**src/rtl/pipe_stall_ctrl_pkg.sv**
```systemverilog
// rtl/pipe_stall_ctrl_pkg.sv - shared state encodings and FP latency default for the stall controller
package pipe_stall_ctrl_pkg;

    // Registered pipeline decision; also read by the FP unit and the debug unit.
    typedef enum logic [1:0] {
        ST_RUN    = 2'b00,
        ST_LSTALL = 2'b01,
        ST_FWAIT  = 2'b10,
        ST_HALT   = 2'b11
    } state_t;

    // Cycles from FP issue into EX until the FP result can be forwarded.
    localparam int FP_LAT_DEF = 3;

endpackage

```
**src/rtl/sat_counter.sv**
```systemverilog
// rtl/sat_counter.sv - saturating up-counter used for the stall/flush performance counters
//
// Ports:
//   clk   rising-edge clock
//   rstn  asynchronous active-low reset, clears q
//   inc   count enable for this cycle
//   q     count value, sticks at all-ones
module sat_counter #(
    parameter int W = 32
) (
    input  logic         clk,
    input  logic         rstn,
    input  logic         inc,
    output logic [W-1:0] q
);

    localparam logic [W-1:0] ONE = {{(W-1){1'b0}}, 1'b1};

    always_ff @(posedge clk or negedge rstn) begin
        if (!rstn) begin
            q <= '0;
        end else if (inc && (q != '1)) begin
            q <= q + ONE;
        end
    end

endmodule

```
**src/rtl/pipe_stall_ctrl.sv**
```systemverilog
// rtl/pipe_stall_ctrl.sv - turns hazard requests into per-stage enable/flush controls
//
// Ports:
//   clk, rstn                       clock, asynchronous active-low reset
//   load_stall, branch_taken        load-use stall request, taken-branch flush request
//   fp_issue, fp_dep                FP op in ID, ID depends on the in-flight FP result
//   halt                            debug freeze of the whole pipeline
//   pc_en, ifid_en, ifid_flush      PC / IF/ID controls
//   idex_en, idex_flush             ID/EX controls
//   exmem_en, memwb_en              EX/MEM, MEM/WB enables
//   valid_id..valid_wb              per-stage real-instruction flags
//   state                           registered decision (RUN/LSTALL/FWAIT/HALT)
//   stall_cnt, flush_cnt            saturating performance counters
module pipe_stall_ctrl
    import pipe_stall_ctrl_pkg::*;
#(
    parameter int FP_LAT = FP_LAT_DEF,
    parameter int CNT_W  = 32
) (
    input  logic             clk,
    input  logic             rstn,
    input  logic             load_stall,
    input  logic             branch_taken,
    input  logic             fp_issue,
    input  logic             fp_dep,
    input  logic             halt,
    output logic             pc_en,
    output logic             ifid_en,
    output logic             ifid_flush,
    output logic             idex_en,
    output logic             idex_flush,
    output logic             exmem_en,
    output logic             memwb_en,
    output logic             valid_id,
    output logic             valid_ex,
    output logic             valid_mem,
    output logic             valid_wb,
    output logic [1:0]       state,
    output logic [CNT_W-1:0] stall_cnt,
    output logic [CNT_W-1:0] flush_cnt
);

    localparam logic [3:0] FP_LAT4 = 4'(FP_LAT);

    state_t     state_q;
    state_t     state_d;
    logic [3:0] fp_cnt;
    logic       fp_hz;
    logic       stall_inc;
    logic       flush_inc;
    logic       fp_load;

    assign fp_hz = fp_dep && (fp_cnt != 4'd0);

    // State register
    always_ff @(posedge clk or negedge rstn) begin
        if (!rstn) begin
            state_q <= ST_RUN;
        end else begin
            state_q <= state_d;
        end
    end

    // Next-state decision; a taken branch returns to RUN because the
    // stalled ID instruction is on the wrong path anyway.
    always_comb begin
        state_d = ST_RUN;
        if (halt) begin
            state_d = ST_HALT;
        end else if (branch_taken) begin
            state_d = ST_RUN;
        end else if (fp_hz) begin
            state_d = ST_FWAIT;
        end else if (load_stall) begin
            state_d = ST_LSTALL;
        end
    end

    // Output decode. Flush is raised alongside enable where both apply;
    // the pipeline register gives flush priority.
    always_comb begin
        pc_en      = 1'b0;
        ifid_en    = 1'b0;
        ifid_flush = 1'b0;
        idex_en    = 1'b0;
        idex_flush = 1'b0;
        exmem_en   = 1'b0;
        memwb_en   = 1'b0;
        stall_inc  = 1'b0;
        flush_inc  = 1'b0;
        if (!rstn || halt) begin
            // everything frozen
        end else if (branch_taken) begin
            pc_en      = 1'b1;
            ifid_en    = 1'b1;
            ifid_flush = 1'b1;
            idex_en    = 1'b1;
            idex_flush = 1'b1;
            exmem_en   = 1'b1;
            memwb_en   = 1'b1;
            flush_inc  = 1'b1;
        end else if (fp_hz || load_stall) begin
            idex_en    = 1'b1;
            idex_flush = 1'b1;
            exmem_en   = 1'b1;
            memwb_en   = 1'b1;
            stall_inc  = 1'b1;
        end else begin
            pc_en      = 1'b1;
            ifid_en    = 1'b1;
            idex_en    = 1'b1;
            exmem_en   = 1'b1;
            memwb_en   = 1'b1;
        end
    end

    assign state = state_q;

    always_ff @(posedge clk or negedge rstn) begin
        if (!rstn) begin
            valid_id  <= 1'b0;
            valid_ex  <= 1'b0;
            valid_mem <= 1'b0;
            valid_wb  <= 1'b0;
        end else begin
            if (ifid_flush) begin
                valid_id <= 1'b0;
            end else if (ifid_en) begin
                valid_id <= 1'b1;
            end
            if (idex_flush) begin
                valid_ex <= 1'b0;
            end else if (idex_en) begin
                valid_ex <= valid_id;
            end
            if (exmem_en) begin
                valid_mem <= valid_ex;
            end
            if (memwb_en) begin
                valid_wb <= valid_mem;
            end
        end
    end

    // FP result occupancy: reload on a real FP op entering EX, otherwise
    // count down to zero unless frozen.
    assign fp_load = fp_issue && valid_id && idex_en && !idex_flush;

    always_ff @(posedge clk or negedge rstn) begin
        if (!rstn) begin
            fp_cnt <= 4'd0;
        end else if (fp_load) begin
            fp_cnt <= FP_LAT4;
        end else if (!halt && (fp_cnt != 4'd0)) begin
            fp_cnt <= fp_cnt - 4'd1;
        end
    end

    sat_counter #(.W(CNT_W)) u_stall_cnt (
        .clk  (clk),
        .rstn (rstn),
        .inc  (stall_inc),
        .q    (stall_cnt)
    );

    sat_counter #(.W(CNT_W)) u_flush_cnt (
        .clk  (clk),
        .rstn (rstn),
        .inc  (flush_inc),
        .q    (flush_cnt)
    );

endmodule

```
**config.mk**
```make
export PLATFORM = sky130hd
export DESIGN_NAME = pipe_stall_ctrl
export DESIGN_NICKNAME = d
export VERILOG_FILES = /design/src/rtl/pipe_stall_ctrl_pkg.sv /design/src/rtl/sat_counter.sv /design/src/rtl/pipe_stall_ctrl.sv
export SDC_FILE = /design/constraint.sdc
export NUM_CORES = 1
export LEC_CHECK = 0
export ABC_AREA = 1
export BUFFER_PORTS_ARGS = -buffer_cell sky130_fd_sc_hd__buf_2
export CAP_MARGIN = 20
export CORE_ASPECT_RATIO = 1.25
export CORE_MARGIN = 1.5
export CORE_UTILIZATION = 45
export CTS_BUF_LIST = sky130_fd_sc_hd__clkbuf_4
export CTS_CLUSTER_DIAMETER = 200
export DETAILED_ROUTE_END_ITERATION = 12
export PLACE_DENSITY = 0.68
export SYNTH_ARGS = -nofsm -noshare
export SYNTH_HDL_FRONTEND = slang
export SYNTH_HIERARCHICAL = 1
export SYNTH_SLANG_ARGS = --single-unit
```
**constraint.sdc**
```tcl
create_clock -name clk -period 6.48 [get_ports clk]
set_input_delay 1.296 -clock clk [delete_from_list [all_inputs] [get_ports clk]]
set_output_delay 1.296 -clock clk [all_outputs]
set_load 0.01 [all_outputs]
```
# Word level (Yosys, flattened, before mapping)
# Index checks and enable logic that the tools add are counted.
word_totals:
  register_bits: 74
  word_cells: 50
  out_inout_bits: 77
classes:
  n_addsub: 3
  n_reduce_logical: 15
  mux: 21
  eq_ne: 3
op_table:
  columns: ["op", "count"]
  rows:
  - ["adder 32 x 1 -> 32 bit, second input constant", 2]
  - ["inequality test 32 bit, second input constant", 2]
  - ["2-to-1 mux 1 bit", 16]
  - ["2-to-1 mux 4 bit", 2]
  - ["logical AND 1 bit", 7]
  - ["2-to-1 mux 2 bit", 3]
  - ["nonzero test 2 bit", 2]
  - ["nonzero test 4 bit", 1]
  - ["subtractor 4 x 1 -> 4 bit, second input constant", 1]
  - ["zero test 1 bit", 3]
  - ["logical OR 1 bit", 2]
  - ["inequality test 2 bit, second input constant", 1]

# Longest topological paths before layout
# Gate-level depths: netlist of run 1.
depth:
  depth_word: 9
  ltp_mapped: 14
  mapped_depth_nobuf: 14

# Modules after synthesis
# The synthesis of run 1 kept the hierarchy.
by_module_without_submodules:
  columns: ["module", "seq_area_each_um2", "instances", "area_each_um2", "cells_per_inst"]
  rows:
  - ["sat_counter at u_stall_cnt", 800.8, 1, 2190.9, 333]
  - ["sat_counter at u_flush_cnt", 800.8, 1, 2140.8, 329]
  - ["pipe_stall_ctrl", 250.2, 1, 581.8, 73]

# Least setup slack after synthesis of run 1
# No wires, ideal clock.
synth_timing:
  kind: "in2out"
  start: "input halt"
  end: "output pc_en"
  path_stages: 6
  slack_ns: 3.299
  arrival_time_ns: 1.885
  cell_sequence: "inv_2 > nand2_4 > inv_4 > nand2_2 > inv_1 > buf_4"
synth_via:
  elab_chain_cells: 2
synth_lines:
  columns: ["element", "line_no", "rtl"]
  rows:
  - ["start, declared", "pipe_stall_ctrl.sv:26", "input logic halt,"]
  - ["logical OR 1 bit", "pipe_stall_ctrl.sv:91", "if (!rstn || halt) begin"]
  - ["2-to-1 mux 1 bit", null, null]
  - ["end, declared", "pipe_stall_ctrl.sv:27", "output logic pc_en,"]
# Every way passes these cells.

# Worst setup path after layout of run 1
layout_timing:
  start: "input rstn"
  end: "output ifid_flush"
layout_via:
  elab_chain_cells: 3
layout_lines:
  columns: ["element", "line_no", "rtl"]
  rows:
  - ["start, declared", "pipe_stall_ctrl.sv:21", "input logic rstn,"]
  - ["zero test 1 bit (no source line)", null, null]
  - ["logical OR 1 bit", "pipe_stall_ctrl.sv:91", null]
  - ["2-to-1 mux 1 bit", "pipe_stall_ctrl.sv:91", null]
  - ["end, declared", "pipe_stall_ctrl.sv:29", "output logic ifid_flush,"]
# Every way passes these cells.

==> results summary, run 1 <==
The clock latency on the worst-skew pair came out at 440 ps. The area overhead of the layout relative to synthesis came out at 12.8%. The total grt overflow came out at 0. TritonCTS built the clock tree.

The first routing iteration left 259 violations. The y dimension of the die came out at 120 um. The worst setup path is of the input port to output pin kind. The run finished with clean final reports. The adder-cell share of the synthesized area came out at 0.764%. The placer congestion estimate came out at 0.923. The final period utilization is 60.9%. The area share of and/or/nand/nor cells after synthesis is 48.8%. The Yosys warning count came out at 6. The areal power density over the cells came out at 188 nW/um^2. The buffer depth of the longest clock path is 2.

The number of rows created at floorplan is 42. Clock-pin slew was measured on the worst setup and hold paths at 120 ps. The delay of the slowest cell on the worst path came out at 570 ps. The count of flip-flops with a built-in enable after synthesis came out at 0. The count of mapped cells out of synthesis came out at 735. The portion of the post-synthesis area used by sequential elements came out at 37.7%. The clock root buffer master is sky130_fd_sc_hd__clkbuf_4. The hold violation count in the final report is 0.

The detailed-router iteration count before antenna repair is 4. The number of setup buffers added after CTS is 0. The initial antenna violation count came out at 1. The layout net count came out at 826.

The worst setup path is captured at an output pin. In this run the number of H-tree levels came out at 3. The library cells used most frequently in the layout, excluding fill and tap cells, are 299 x sky130_fd_sc_hd__nand2_1, 107 x sky130_fd_sc_hd__nor2_1, 82 x sky130_fd_sc_hd__buf_2.

The highest-delay cell along the critical path is sky130_fd_sc_hd__nor2_1. The number of max-cap violations came out at 0. The number of cells after detailed placement came out at 937. The dominant combinational cell family by area after synthesis is simple AND/OR/NAND/NOR gates. For this configuration, the core starts out at a cell density of 46.3%.

After legalization and detailed placement, the total HPWL measured 9830 um. The relative slew slack is 53.0%. After filler insertion, the fill cell instance count of the layout stands at 1104.

After detailed routing, the number of remaining DRC violations is 0. The maximum clock frequency is 254 MHz. The number of distinct library cells after synthesis came out at 27. The number of buffers added on ports is 83. The total of cells resized after clock tree synthesis came out at 0.

The average wire per standard cell is 13.7 um. The number of storage elements in the synthesis netlist is 74. The library cell used most frequently in the layout, excluding fill and tap cells, is sky130_fd_sc_hd__nand2_1. The count of final setup violators is 0.

The worst-case clock skew came out at 12.5 ps. The share of synthesized flip-flops with an asynchronous set or reset is 100%. In this run the remaining antenna-violating nets after routing total 0. The data arrival time at the worst-slack endpoint is 2650 ps. The via total after detailed routing is 4932. In the global route stage, overall resource usage came out at 23.6%. The floorplan step set the die width to 96.5 um. The setup total negative slack is 0 ps. The die footprint came out at 11600 um^2.

The total chip power came out at 1.04 mW. Traced cell by cell, the critical path runs through buf_4 -> nand2_4 -> nor2_1 -> buf_2. The fraction of the core area covered by cells at the end of the flow is 52.2%.

The number of global-route vias before repair came to 4492. Setup repair after global routing left no endpoint under its margin. Of all nets on the critical path, the largest fanout is 32.

Excluding fillers, the count of instances in the completed layout stands at 954. The total core area came out at 10600 um^2. The required time reported for the critical path endpoint is 5180 ps. The worst path needs 3940 ps of the cycle, external delays included. The share of cells above drive strength 1 came out at 17.7%. The number of pins exceeding their max-slew limit in the final report is 0.

The synthesized-area fraction occupied by xor and xnor cells came out at 3.03%. In this run the count of I/O pins placed on the die edge is 84. For this design, the CTS-stage hold fixing added 0 buffers. The clock buffer count from CTS is 9. The fraction of the mapped netlist area in compound gates is 1.88%. The mapped cell area came out at 4910 um^2. The slew at the pin with the worst max-slew slack came out at 703 ps. The vias per cell came out at 5.17. The maximum number of pins on one net before global-route repair came out at 45. A synthesized cell averages 6.68 um^2. The leakage dissipation is 2.65 nW.

The net count after synthesis came out at 745. The multiplexer area fraction after synthesis is 0%. The total number of clock tree sinks is 74. The most used flip-flop cell after synthesis is sky130_fd_sc_hd__dfrtp_1. The tightest min-delay check is of the flop to flop type. The peak supply drop came out at 0.000201 V.

After detailed routing, the total wire length is 13100 um. The first global-routing pass estimated 21200 um of wire. STA classifies the critical path startpoint as an input port.
## state kept, by name (all words and copies together), names as in the netlist
name           count
valid_mem          1
valid_ex           1
fp_cnt             4
u_stall_cnt/q     32
state              2
u_flush_cnt/q     32
valid_id           1
valid_wb           1
## final cells by class
cell class,count,area [um^2],area share [%]
flip-flops and latches,74,1850,33.4
inverters,70,265,4.79
clock buffers,10,75.1,1.35
clock inverters,6,81.3,1.47
repair buffers,84,425,7.68
multi-input cells,577,2680,48.3
well taps,132,165,2.98
diodes,1,2.50,0.0452
## worst paths after layout
| check | to | slack (ps) | from | cells past startpoint |
|---|---|---|---|---|
| worst max register to register | u_stall_cnt/q[22] | 3720 | fp_cnt[0] | 14 |
| worst max-delay path | ifid_flush | 2540 | rstn | 4 |
| worst min register to register | valid_wb | 510 | valid_wb | 2 |
| max in group asynchronous | u_stall_cnt/q[11] | 4720 | rstn | 2 |
| worst min-delay path | valid_wb | 510 | valid_wb | 2 |
| min in group asynchronous | u_flush_cnt/q[9] | 790 | rstn | 1 |
## routing by layer
metal | vias up | global-route usage (%) | wire length [um]
met4 | 0 | 11.0 | 380
li1 | 2447 | - | -
met5 | - | 0 | 0
met2 | 158 | 40.1 | 6510
met3 | 30 | 4.12 | 661
met1 | 2297 | 28.5 | 5520
## power breakdown
| group | internal (mW) | switching [mW] | total, mW |
|---|---|---|---|
| Combinational | 0.0705 | 0.107 | 0.177 |
| Clock | 0.158 | 0.170 | 0.328 |
| Sequential | 0.496 | 0.0422 | 0.538 |
| Total | 0.725 | 0.318 | 1.04 |
## logic make-up after synthesis
| group | count (synthesis) |
|---|---|
| XOR/XNOR | 17 |
| buffers and inverters | 84 |
| flip-flops | 74 |
| AO/OA/AOI/OAI | 16 |
| adder cells (fa/ha/maj) | 3 |
| AND/OR/NAND/NOR | 541 |
## cell usage after synthesis, drive strengths merged, types with 4 or more instances
cell type / instances / share of area (%)
xnor2: 14 / 2.5
nor2: 121 / 11
a21oi: 4 / 0.56
inv: 70 / 5.4
nand2: 324 / 27
buf: 14 / 2.5
o21ai: 10 / 1.0
nor3: 4 / 0.41
nand3b: 16 / 2.4
nand4: 22 / 2.8
dfrtp: 74 / 38
nand3: 54 / 5.7
## critical path: cells and delay by family
family	cells	cell delay, ps
and+or+nand+nor	2	710
buffers and inverters	2	630
## per-stage QoR
step / hold WS (ps) / worst slack, ps / area [um^2]
finish: 505 / 2540 / 5540
global route: 549 / 2330 / 5540
CTS: 513 / 2500 / 5540
floorplan: 504 / 3300 / 4910
global placement: 476 / 2580 / 5380
detailed placement: 484 / 2500 / 5380
No activity file was read; power rests on OpenSTA's default activity.
==> run 2, diff against run 1 <==
clock period = 3.86 ns   (was 6.48 ns; I/O delays follow)
==> run 2 against run 1 <==
  * Routed wire length increased by 2.3%
  * Clock skew decreased by 2.5 ps
  * Clock power increased by 45%
  * Critical path depth increased by 10
  * Die area unchanged
  * Register-to-register slack got worse by 2600 ps
  * Non-clock buffer count increased by 1
  * Flip-flop and latch count unchanged
  * Critical path type is now flop to flop
  * Highest routed layer unchanged
==> results summary, run 2 (synthesis gave the netlist of run 1 again) <==
The hold violation count in the final report is 0. The relative slew slack came out at 53.2%. The power share of the sequential group is 53.7%.

The vias per cell came out at 5.19. The average wire per standard cell is 14.0 um. The final layout contains 827 nets.

The library cells used most frequently in the layout, excluding fill and tap cells, are 299 x sky130_fd_sc_hd__nand2_1, 107 x sky130_fd_sc_hd__nor2_1, 82 x sky130_fd_sc_hd__buf_2. The number of pins exceeding their max-slew limit in the final report is 0. The largest delay contributor family on the critical path is simple AND/OR/NAND/NOR gates. For this block, the routed nets add up to 13400 um of wire. The cell internal power dissipation is 1.16 mW. Relative to the synthesized area, the layout overhead comes to 12.3%. The number of fill cells is 1055. The multi-input logic area came out at 2680 um^2. The placer congestion estimate is 0.953. In this run the critical register-to-register path is launched from fp_cnt[0].

The required time reported for the critical path endpoint came out at 4180 ps. The final critical-path required period is 2700 ps. The buffer depth of the longest clock path came out at 2. The die covers 11600 um^2. The fraction of the core area covered by cells at the end of the flow came out at 52.0%.

For this run, the slowest stage of the critical path takes 420 ps. Clock-pin slew was measured on the worst setup and hold paths at 120 ps. The overall die width came out at 96.5 um.

The wire length of the first global-routing pass is 21600 um. The clock buffer count from CTS came out at 9. The design area came out at 5520 um^2. The setup path with the least slack is of type flop to flop. Static timing analysis puts the maximum clock frequency at 370 MHz.

The areal power density over the cells is 305 nW/um^2. The number of DRC violations after detailed routing came out at 0. The clock latency on the worst-skew pair is 430 ps.

The number of global-route vias before repair was 4619. Walking the worst path, the cells encountered are inv_1 -> ha_1 -> nand2_2 -> nand2_4 -> nand2_2 -> nand2_2 -> nor2_1 -> inv_1 -> nor2_1 -> nand2_1 -> nor2_1 -> nand3_1 -> nand2_1 -> nand2_1. The total of cells resized after clock tree synthesis came out at 0. The total core area came out at 10600 um^2. The total net switching power came out at 0.527 mW.

The final period utilization came out at 70.0%. In this run, the number of DRC markers left after iteration 0 of detailed routing was 265. Net switching is 31.3% of the power. Of all nets on the critical path, the largest fanout is 6. Setup repair after global routing left no endpoint under its margin. The total number of clock tree sinks is 74. The number of buffers added for setup after CTS is 0. The run finished with clean final reports. The H-tree was split into 3 levels. The peak supply drop came out at 0.000244 V. The post-place setup slack came out at 1070 ps. The most common cell after layout, fill and taps aside is sky130_fd_sc_hd__nand2_1. The detailed-router iteration count before antenna repair is 5. The largest registers in the layout are u_flush_cnt/q (32), u_stall_cnt/q (32), fp_cnt (4). The storage element area is 1850 um^2. The top-level I/O count came out at 84. The post-route netlist has 17.8% of its cells at a drive strength greater than 1. Entering global routing, the biggest net connects 46 pins. The final-layout worst hold slack is 415 ps. The buffering stage count on the worst path with inverters included is 2. The total grt overflow came out at 0.

The number of rows created at floorplan came out at 42. The y dimension of the die is 120 um. The overall fraction of global-route tracks in use is 24.1%.

The number of max-cap violations is 0. The clock tree from TritonCTS is built. The initial antenna violation count was 1. Data arrives at the worst endpoint at 3030 ps. For this design, the slowest cell found on the critical path is sky130_fd_sc_hd__nor2_1.

The worst-case clock skew came out at 10.0 ps. The final cell count without fillers came out at 954. Once placement completed, the tool counted placed cells totaling 938.

The worst setup path is captured at a flop. The clock network fraction of total power is 28.2%. The starting density of the core came out at 46.3%. The design draws 1.68 mW. The smallest setup slack after layout is 1160 ps. The HPWL reported at the end of detailed placement came out at 10100 um. The part of the power in combinational logic is 18.1%. The tightest min-delay check is of the input port to async pin type. The tree is rooted in a sky130_fd_sc_hd__clkbuf_4. The leakage dissipation is 2.65 nW. The setup total negative slack is 0 ps. In this run the critical register-to-register path is captured at u_stall_cnt/q[22]. Once placement finished, the instance area stood at 5390 um^2.

The via total after detailed routing came out at 4951. The number of buffers added on ports is 83. The count of final setup violators came out at 0. The startpoint type of the worst setup path is a flop. Counting cells, the worst reg-to-reg path comes to 14. For flop-to-flop paths, the worst setup slack is 1160 ps. The number of buffers added to fix hold violations after cts is 0. The count of nets left with antenna violations once routing finished came out at 0.

At the pin with the least slew margin, the transition time is 699 ps.
[run 2: cell count changes in the layout (fill, tap and decap cells not counted)]
| cell | change |
|---|---|
| sky130_fd_sc_hd__buf_4 | +1 |
| sky130_fd_sc_hd__bufinv_16 | -1 |
| sky130_fd_sc_hd__clkbuf_4 | +1 |
| sky130_fd_sc_hd__clkinv_1 | -1 |
| sky130_fd_sc_hd__clkinv_2 | +1 |
| sky130_fd_sc_hd__clkinv_4 | -1 |
[run 2: power by group through the flow]
stage          sequential, mW  combinational, mW  clock, mW
6_report                0.904              0.305      0.476
5_1_grt                 0.914              0.342      0.524
4_1_cts                 0.904              0.307      0.494
3_5_place_dp            0.919              0.306          0
3_3_place_gp            0.915              0.291          0
2_1_floorplan           0.926              0.189          0
[run 2: final cells by class]
type	instances	area share (%)
diodes	1	0.0453
clock buffers	11	1.50
clock inverters	4	0.793
inverters	70	4.81
multi-input cells	577	48.5
flip-flops and latches	74	33.6
well taps	132	2.99
repair buffers	85	7.84
[run 2: routing by layer]
metal / global-route usage [%] / vias to the layer above / wire, um
li1: - / 2460 / -
met1: 28.8 / 2290 / 5510
met2: 41.2 / 168 / 6620
met3: 4.31 / 33 / 692
met4: 10.8 / 0 / 550
met5: 0 / - / 0
[run 2: worst max path at each step]
| stage | startpoint | end | slack [ps] | cells after the start |
|---|---|---|---|---|
| after floorplan | halt | u_stall_cnt/q[26] | 1560 | 10 |
| after detailed placement | branch_taken | u_stall_cnt/q[26] | 1070 | 11 |
| after global placement | halt | u_stall_cnt/q[26] | 1210 | 11 |
| final | fp_cnt[0] | u_stall_cnt/q[22] | 1160 | 14 |
| after CTS | fp_cnt[0] | u_stall_cnt/q[26] | 1130 | 14 |
| after global routing | fp_cnt[0] | u_stall_cnt/q[26] | 840 | 14 |
==> run 3, diff against run 2 <==
ABC_AREA = 0   (was 1)
PLACE_DENSITY = 0.7   (was 0.68)
clock period = 2.54 ns   (was 3.86 ns; I/O delays follow)
==> run 3 against run 2 <==
  * Global-route usage fell by 3.9 points
  * Critical path depth fell by 8
  * Largest power group unchanged
  * Critical path type is now flop to output pin
  * Sequential share of layout area rose by 7.7 points
==> results summary, run 3 <==
The run finished with clean final reports. For this run, the leading register cell type out of synthesis is sky130_fd_sc_hd__dfrtp_1. The overall fraction of global-route tracks in use came out at 20.2%. The largest fanout on the critical path came out at 4.

The class of the most critical hold timing path is input port to async pin. Data arrives at the worst endpoint at 1920 ps. The worst setup path is launched from a flop. By area the synthesized netlist is led by sky130_fd_sc_hd__dfrtp_1 50%, sky130_fd_sc_hd__xnor2_1 10%, sky130_fd_sc_hd__nand4_1 5.1%. The placer congestion estimate is 0.831. The average wire per standard cell is 15.2 um. The layout net count came out at 462. Pin placement for this block handled 84 I/O pins. Clock tree synthesis found a total of 74 sinks. The commonest cells after synthesis are 74 x sky130_fd_sc_hd__dfrtp_1, 43 x sky130_fd_sc_hd__xnor2_1, 33 x sky130_fd_sc_hd__nand2_1, 30 x sky130_fd_sc_hd__nand4_1, 26 x sky130_fd_sc_hd__nor2_1. Clock-pin slew was measured on the worst setup and hold paths at 120 ps.

The slew at the pin with the worst max-slew slack is 909 ps. The worst setup path is of the flop to output pin kind. The maximum clock frequency came out at 412 MHz.

The maximum number of pins on one net before global-route repair came out at 75. STA classifies the critical path endpoint as an output pin. The number of violations reported at the end of detailed-routing iteration 0 came out at 149. The tree is rooted in a sky130_fd_sc_hd__clkbuf_4. The final period utilization came out at 95.6%. After routing the design area is 4490 um^2. Setup violations remaining at the end of the flow were counted as 0. The count of mapped cells out of synthesis came out at 347. The tool flagged a number of max-cap violations equal to 0. The number of global-route vias before repair came out at 2923. Power spread over the standard cell area amounts to 629 nW/um^2. Detailed placement finished with a half-perimeter wire length of 6140 um. The peak supply drop is 0.000423 V. TritonCTS built the clock tree. The number of pins exceeding their max-slew limit in the final report came out at 0. After filler insertion, the fill cell instance count of the layout stands at 708.

The y dimension of the die is 104 um. In the post-synthesis netlist, the cell with the most instances is sky130_fd_sc_hd__dfrtp_1. The total grt overflow is 0. The count of flip-flops with a built-in enable after synthesis is 0. The setup total negative slack is 0 ps.

The starting density of the core came out at 46.7%. The netlist uses 50 different library cells. After detailed routing, the number of remaining DRC violations is 0. The portion of the post-synthesis area used by sequential elements came out at 50.3%. The H-tree generated during clock tree synthesis spans 3 levels. The total net switching power is 0.875 mW. The mean cell area of the mapped netlist is 10.6 um^2. The net count after synthesis came out at 357. The buffer depth of the longest clock path is 2. Of all cell types, the one taking the most synthesized area is sky130_fd_sc_hd__dfrtp_1. The final-layout worst hold slack is 283 ps.

The worst-case clock skew came out at 9.39 ps. Leaving out fill and tap cells, the most frequent cell in the layout is sky130_fd_sc_hd__buf_2. In the routed layout, each cell is associated on average with a via count of 5.46. The overall routed net length came out at 8410 um. The antenna diode count came out at 0. The fraction of the core area covered by cells at the end of the flow is 57.0%. After detailed placement, the total cell area comes to 4280 um^2. The clock network fraction of total power came out at 29.7%. The die footprint came out at 8740 um^2. The final route contains 3015 vias. The overall die width came out at 83.9 um. Row generation in the floorplan step produced 36 rows. The switching portion of total power came out at 31.0%. After layout, the minimum clock period comes to 2430 ps.

The number of buffers added on ports came out at 83. Before antenna repair, the detailed router went through 4 iterations. The wire length of the first global-routing pass is 14000 um.

After synthesis, the largest area contributor takes up 50.3% of total cell area. The share of synthesized flip-flops with an asynchronous set or reset is 100%. Leaving out fill and tap cells, the most frequent cells in the layout are 82 x sky130_fd_sc_hd__buf_2, 74 x sky130_fd_sc_hd__dfrtp_1, 43 x sky130_fd_sc_hd__xnor2_1.

The initial antenna violation count came out at 0. The hold violation count in the final report was 0. Data on the critical path is required at its endpoint by 2030 ps. Counting the buffers created by CTS gives 9. The power share of the sequential group came out at 50.4%.

The mapped cell area came out at 3680 um^2. The leakage dissipation is 2.19 nW. The share of cells above drive strength 1 is 30.9%. Cell internal power was estimated by the tool at 1.95 mW. The floorplan step defined a core boundary enclosing 7880 um^2. The total chip power came out at 2.83 mW. The area overhead of the layout relative to synthesis came out at 22.1%. The Yosys warning count is 6. The number of storage elements in the synthesis netlist came out at 74. The detail route stage leaves a number of antenna-violating nets equal to 0. In this run the tightest slew margin relative to its limit is 39.4%. The part of the power in combinational logic came out at 19.9%.

The clock latency on the worst-skew pair is 440 ps. The largest registers in the layout are u_flush_cnt/q (32), u_stall_cnt/q (32), fp_cnt (4).
==> run 3: repair_timing <==
action	CTS	global route
setup buffers	4	1
resized for setup	2	4
hold buffers	0	0
endpoints found under the hold margin	0	0
endpoints found under the setup margin	3	3
pin swaps	2	2
==> run 3: metrics by stage <==
stage          worst slack [ps]  std cells
2_1_floorplan              78.4        347
3_3_place_gp                294        532
3_5_place_dp                238        532
4_1_cts                    9.65        552
5_1_grt                   -5.56        552
6_report                    112        552
==> run 3: logic make-up after synthesis <==
group / Yosys count / share of synthesized area, %
adders and majority gates: 3 / 1.02
AOI/OAI and AO/OA: 27 / 6.08
DFF: 74 / 50.3
muxes: 4 / 1.19
and+or+nand+nor: 160 / 24.6
xor gates and xnor gates: 59 / 14.0
buffers and inverters: 20 / 2.79
==> run 3: power by group through the flow <==
stage | combinational (mW) | clock, mW | sequential [mW]
3_3_place_gp | 0.480 | 0 | 1.44
5_1_grt | 0.631 | 0.915 | 1.45
4_1_cts | 0.540 | 0.861 | 1.42
2_1_floorplan | 0.264 | 0 | 1.46
3_5_place_dp | 0.498 | 0 | 1.44
6_report | 0.564 | 0.839 | 1.43
==> run 3: layer usage <==
metal	GRT usage [%]	routed length, um
met1	27.4	3910
met2	30.6	3810
met3	4.13	428
met4	9.95	255
met5	0	0
==> run 3: final cells by class <==
class	count	area, um^2	share of cell area, %
sequential	74	1850	41.2
clock buffer	9	67.6	1.50
tap	95	119	2.64
clock inverter	7	92.6	2.06
inverter	12	45.0	1.00
multi-input combinational	253	1760	39.1
timing repair buffer	102	561	12.5
==> run 3: critical path, stage by stage (launching register included) <==
cell	delay (ps)
sky130_fd_sc_hd__dfrtp_1	410
sky130_fd_sc_hd__inv_2	80
sky130_fd_sc_hd__ha_4	130
sky130_fd_sc_hd__or3b_4	390
sky130_fd_sc_hd__a21oi_4	200
sky130_fd_sc_hd__o21a_1	150
sky130_fd_sc_hd__buf_2	120
==> run 3: final timing paths <==
path	start	to	slack (ps)	depth (start not counted)
max	fp_cnt[1]	pc_en	110	6
min in group clk	load_stall	fp_cnt[3]	390	3
min	rstn	fp_cnt[2]	280	2
max reg2reg	fp_cnt[1]	u_stall_cnt/q[29]	200	12
max in group asynchronous	rstn	u_stall_cnt/q[9]	1640	2
min reg2reg	u_flush_cnt/q[11]	u_flush_cnt/q[11]	500	1
